===== src/rtl/mul8_seq_ctrl_pkg.sv =====
// Shared types and per-pass constants for the 8x8 sequential multiplier.
// Each pass selects one nibble of each operand and applies a fixed shift.
package mul8_seq_ctrl_pkg;

  localparam int unsigned OP_W   = 8;
  localparam int unsigned NIB_W  = 4;
  localparam int unsigned PP_W   = 8;
  localparam int unsigned PROD_W = 16;
  localparam int unsigned PASS_W = 2;
  localparam int unsigned SHF_W  = 4;

  typedef enum logic [2:0] {
    IDLE = 3'd0,
    P0   = 3'd1,
    P1   = 3'd2,
    P2   = 3'd3,
    P3   = 3'd4,
    DONE = 3'd5
  } state_t;

  // Bit k selects the nibble used in pass k (0 = low nibble, 1 = high nibble).
  localparam logic [3:0] A_SEL = 4'b1010;
  localparam logic [3:0] B_SEL = 4'b1100;

  function automatic logic [SHF_W-1:0] pass_shift(input logic [PASS_W-1:0] pass);
    case (pass)
      2'd0:    pass_shift = SHF_W'(0);
      2'd3:    pass_shift = SHF_W'(8);
      default: pass_shift = SHF_W'(4);
    endcase
  endfunction

  function automatic logic [PASS_W-1:0] pass_of(input state_t s);
    case (s)
      P1:      pass_of = PASS_W'(1);
      P2:      pass_of = PASS_W'(2);
      P3:      pass_of = PASS_W'(3);
      default: pass_of = PASS_W'(0);
    endcase
  endfunction

endpackage


===== src/rtl/mul8_seq_ctrl_core.sv =====
// Combinational 4x4 unsigned array multiplier built from rows of ripple full adders.
module mult4x4_core
  import mul8_seq_ctrl_pkg::*;
(
  input  logic [NIB_W-1:0] m,
  input  logic [NIB_W-1:0] q,
  output logic [PP_W-1:0]  p
);

  function automatic logic [1:0] fa(input logic x, input logic y, input logic ci);
    fa = {(x & y) | (x & ci) | (y & ci), x ^ y ^ ci};
  endfunction

  // Row 0 seeds the running sum; each later row adds the next partial product
  // to the upper bits of that sum and retires one product bit.
  function automatic logic [PP_W-1:0] array_mul(input logic [NIB_W-1:0] mm,
                                                input logic [NIB_W-1:0] qq);
    logic [NIB_W-1:0] row;
    logic [NIB_W-1:0] nrow;
    logic [1:0]       cs;
    logic             c;
    logic [PP_W-1:0]  res;
    res    = '0;
    res[0] = mm[0] & qq[0];
    row    = {1'b0, mm[3:1] & {3{qq[0]}}};
    for (int i = 1; i < NIB_W; i++) begin
      c    = 1'b0;
      nrow = '0;
      for (int j = 0; j < NIB_W; j++) begin
        cs      = fa(row[j], mm[j] & qq[i], c);
        nrow[j] = cs[0];
        c       = cs[1];
      end
      res[i] = nrow[0];
      row    = {c, nrow[3:1]};
    end
    res[7:4] = row;
    return res;
  endfunction

  assign p = array_mul(m, q);

endmodule


===== src/rtl/mul8_seq_ctrl.sv =====
// 8x8 -> 16 unsigned multiply sequenced over four passes of one shared 4x4 core,
// with valid/ready handshakes on both operand and product sides.
module mul8_seq_ctrl
  import mul8_seq_ctrl_pkg::*;
#(
  parameter bit          SKIP_ZERO = 1'b1,
  parameter int unsigned CNT_W     = 8
) (
  input  logic              clk,
  input  logic              rst,
  input  logic              in_valid,
  output logic              in_ready,
  input  logic [OP_W-1:0]   a,
  input  logic [OP_W-1:0]   b,
  output logic              out_valid,
  input  logic              out_ready,
  output logic [PROD_W-1:0] product,
  output logic              busy,
  output logic [CNT_W-1:0]  ops_count
);

  state_t              state;
  state_t              state_nxt;
  logic [OP_W-1:0]     a_q;
  logic [OP_W-1:0]     b_q;
  logic [PROD_W-1:0]   acc;
  logic [PROD_W-1:0]   acc_nxt;
  logic [PROD_W-1:0]   addend;
  logic                capture;
  logic [PASS_W-1:0]   pass;
  logic [NIB_W-1:0]    core_m;
  logic [NIB_W-1:0]    core_q;
  logic [PP_W-1:0]     core_p;

  // Nibble mux into the single shared core, steered by the current pass.
  always_comb begin
    pass   = pass_of(state);
    core_m = A_SEL[pass] ? a_q[7:4] : a_q[3:0];
    core_q = B_SEL[pass] ? b_q[7:4] : b_q[3:0];
    addend = PROD_W'(core_p) << pass_shift(pass);
  end

  mult4x4_core u_core (
    .m (core_m),
    .q (core_q),
    .p (core_p)
  );

  always_ff @(posedge clk) begin
    if (rst) state <= IDLE;
    else     state <= state_nxt;
  end

  always_comb begin
    state_nxt = state;
    acc_nxt   = acc;
    capture   = 1'b0;
    case (state)
      IDLE: begin
        if (in_valid) begin
          capture = 1'b1;
          if (SKIP_ZERO && ((a == '0) || (b == '0))) begin
            acc_nxt   = '0;
            state_nxt = DONE;
          end else begin
            state_nxt = P0;
          end
        end
      end
      P0: begin
        acc_nxt   = addend;
        state_nxt = P1;
      end
      P1: begin
        acc_nxt   = acc + addend;
        state_nxt = P2;
      end
      P2: begin
        acc_nxt   = acc + addend;
        state_nxt = P3;
      end
      P3: begin
        acc_nxt   = acc + addend;
        state_nxt = DONE;
      end
      DONE: begin
        if (out_ready) state_nxt = IDLE;
      end
      default: state_nxt = IDLE;
    endcase
  end

  // Datapath and registered status outputs decoded from the next state.
  always_ff @(posedge clk) begin
    if (rst) begin
      a_q       <= '0;
      b_q       <= '0;
      acc       <= '0;
      product   <= '0;
      ops_count <= '0;
      in_ready  <= 1'b1;
      out_valid <= 1'b0;
      busy      <= 1'b0;
    end else begin
      if (capture) begin
        a_q <= a;
        b_q <= b;
      end
      acc       <= acc_nxt;
      in_ready  <= (state_nxt == IDLE);
      out_valid <= (state_nxt == DONE);
      busy      <= (state_nxt != IDLE);
      if ((state_nxt == DONE) && (state != DONE)) product <= acc_nxt;
      if (out_valid && out_ready) ops_count <= ops_count + CNT_W'(1);
    end
  end

endmodule


===== config.mk =====
export PLATFORM = sky130hd
export DESIGN_NAME = mul8_seq_ctrl
export DESIGN_NICKNAME = d
export VERILOG_FILES = /design/src/rtl/mul8_seq_ctrl_pkg.sv /design/src/rtl/mul8_seq_ctrl_core.sv /design/src/rtl/mul8_seq_ctrl.sv
export SDC_FILE = /design/constraint.sdc
export NUM_CORES = 1
export LEC_CHECK = 0
export CAP_MARGIN = 30
export CORE_AREA = 2 2 88 90
export DETAILED_ROUTE_END_ITERATION = 12
export DIE_AREA = 0 0 90 92
export DONT_BUFFER_PORTS = 1
export PLACE_DENSITY = 0.71
export SYNTH_ARGS = -nofsm -noshare
export SYNTH_HDL_FRONTEND = slang
export SYNTH_SLANG_ARGS = --single-unit

===== constraint.sdc =====
create_clock -name clk -period 6.4 [get_ports clk]
set_input_delay 0.96 -clock clk [delete_from_list [all_inputs] [get_ports clk]]
set_output_delay 0.96 -clock clk [all_outputs]
set_load 0.02 [all_outputs]

==> results.md <==
- Levels on crit path: 28
- CTS max path bufs: 2
- Hold Path Sink: a_q[7]
- Storage cell area: 1240 um2
- DR WL/cell: 16.0 um
- Highest metal used: met4
- Crit-path max cell delay: 540 ps
- Clock Skew: 17.0 ps
- CTS tree: done
- Layout cells sized above 1: 22.3%
- Register area share after synthesis: 31.9%
- RSZ-0062 raised after global routing: yes
- Routed wl met2: 4590 um
- Largest net degree at the start of global routing: 70
- Critical path required time: 6680 ps
- Final ANT Viol Nets: 0
- Starting Density: 52.3%
- Multi-input gate area: 2570 um2
- Ys flop type: dfxtp_1
- FILL cells: 699
- Clock slew at reported path FFs: 70 ps
- Commonest cells after routing, fill and taps aside: dfxtp_1 (60), nand2_1 (57), nor2_1 (53)
- HP Class: register to register
- Reg2reg start: state[2]
- Flop-to-flop setup slack: 140 ps
- Commonest non-fill, non-tap cell in the layout: dfxtp_1
- Initial antenna violation count: 0
- Pre-CTS setup slack: -227 ps
- Cells on worst reg2reg path: 28
- Netlist cell types: 71
- Worst path slowest cell: fa_2
- GP Congestion: 0.880
- # setup viols final: 0
- Final hold viol count: 0
- Die area: 8280 um2
- Final wirelength: 9510 um
- Global-route wire length before repair: 15800 um
- Drt pass-1 iters: 5
- Hold path cells: 2
- Initial detailed-routing violation count: 194
- M1 WL: 4260 um
- Ports: 47
- Syn_nets: 505
- Setup CP Type: register to register
- FFs w/ async S/R, synth: 0%
- Max IR drop VDD: 0.000168 V
- # clock sinks: 62
- Worst Tran Pin Value: 980 ps
- Min-delay src: a_q[7]
- Pwr per Cell Area: 228 nW/um2
- CP arrival: 6550 ps
- GR Overflow Total: 0
- Core Area: 7450 um2
- Max_cap viols: 0
- Clk_lat worst skew: 360 ps
- Site Rows: 32
- Nets: 537
- DR DRC count: 0
- Clock root buffer master: clkbuf_8
- Mapped Area: 3890 um2
- P_leak: 0.00182 uW
- ANT cells: 0
- Overall global routing resource usage: 23.8%
- Cell family with most CP delay: adder cells
- Vias in the first global route: 3400
- Final WS setup: 138 ps
- Height of the die: 92 um
- Slew HR: 34.4%
- Syn Inst Count: 457
- Synth Area per Inst: 8.51 um2
- Area delta synth->final: 16.7%
- H-tree levels: 3
- Met3 WL: 457 um
- DR vias: 3479
- Status: completed
- Via/cell ratio: 5.84
- Total CTS buffers: 9
- WP buf/inv: 5
- Post-synth EDFFs: 0
- Fin crit period: 6260 ps
- Fin crit share: 97.8%
- Reg2reg end: product[11]
- Max Fclk: 160 MHz
- # hold bufs at CTS: 0
- #FFs+latches synth: 62
- Die width: 90 um
- Kind of end point of the critical path: register
- Startpoint types: register
- DP HPWL: 6920 um
- Slew Viols, Final: 0
- PortBufs: 0
- Most used cell, CP: fa_2
- Hold_ws: 449 ps
- Worst-path maximum fanout: 5
- YS warnings: 0
## timing repair
action / in CTS / in global routing
pin swaps: 12 / 11
gates resized for setup: 16 / 14
gates cloned: 0 / 0
endpoints found under the setup margin: 15 / 18
setup buffers: 2 / 3
## state kept, by name, summed over array words and instances, names as in the netlist
register and cells:
product 16, ops_count 8, b_q 8, in_ready 1, out_valid 1, state 3, a_q 8, busy 1
acc 16
## logic make-up after synthesis
| kind of cell | share of synthesized area (%) |
|---|---|
| flip-flops | 31.9 |
| adder cells (fa/ha/maj) | 10.7 |
| AND/OR/NAND/NOR | 24.2 |
| XOR/XNOR | 3.83 |
| multiplexers | 2.57 |
| buffers and inverters | 4.63 |
| AO/OA/AOI/OAI | 22.1 |
## through the flow
step,cell area (um2),instances,utilization (%),total power [uW],setup TNS [ps]
finish,4540,596,61.0,1040,0
global route,4540,596,61.0,1080,-443
CTS,4470,593,60.1,1030,0
detailed placement,4190,575,56.2,675,-1840
global placement,4190,575,56.2,670,-104
floorplan,3890,457,-,612,0
## worst max-delay path by stage
stage | start | to | slack [ps]
2_1_floorplan | state[1] | product[9] | 7
3_3_place_gp | state[2] | product[9] | -70
3_5_place_dp | state[2] | product[9] | -230
4_1_cts | state[2] | product[10] | 20
5_1_grt | state[2] | product[11] | -100
6_report | state[2] | product[11] | 140
## synthesized netlist by cell type, types with 4 or more instances
master / count / share of area, %
buf_6: 4 / 1.2
nand2b_1: 4 / 0.64
or2_1: 5 / 0.80
fa_1: 9 / 4.6
buf_2: 4 / 0.51
a31oi_1: 5 / 0.80
and2_1: 4 / 0.64
inv_1: 12 / 1.2
nor4_1: 4 / 0.64
nand3b_1: 9 / 1.7
dfxtp_1: 62 / 32
clkbuf_1: 14 / 1.4
o21ai_1: 7 / 0.90
nand3_1: 8 / 1.0
o21ai_0: 4 / 0.51
o311ai_1: 4 / 0.90
a22oi_1: 8 / 1.5
and3_1: 6 / 0.96
nor2_1: 53 / 5.1
nor3_1: 9 / 1.2
xor2_1: 6 / 1.4
mux2i_1: 10 / 2.6
a21oi_1: 33 / 4.2
a222oi_1: 4 / 1.0
nand2_1: 58 / 5.6
a211oi_1: 10 / 1.9
xnor2_1: 11 / 2.5
a21o_1: 8 / 1.5
ha_1: 19 / 6.1
## per-layer routing
metal,track usage [%],vias to the layer above
met4,9.74,0
met5,0,-
met1,28.7,1657
met3,4.93,19
li1,-,1705
met2,41.4,98
## power by group
| group | total (uW) | internal (uW) | leakage [uW] | switching, uW |
|---|---|---|---|---|
| sequential | 428 | 407 | 0.000504 | 21.4 |
| clock | 351 | 189 | 0.000102 | 163 |
| combinational | 256 | 109 | 0.00121 | 147 |
| total | 1040 | 705 | 0.00182 | 331 |
## layout make-up
type | count | share of cell area [%]
repair buffers | 44 | 7.52
multi-input cells | 358 | 56.7
well taps | 102 | 2.81
clock inverters | 6 | 1.35
flip-flops and latches | 62 | 27.4
clock buffers | 10 | 3.03
inverters | 14 | 1.21
## worst register-to-register path: cells and delay by family (launching register included)
kind	cells	cell delay, ps
muxes	1	270
xor gates and xnor gates	1	160
buffers and inverters	5	560
and+or+nand+nor	7	750
DFF	1	330
adders and majority gates	9	3380
AOI/OAI and AO/OA	5	740
Power figures use the tool's default switching activity.
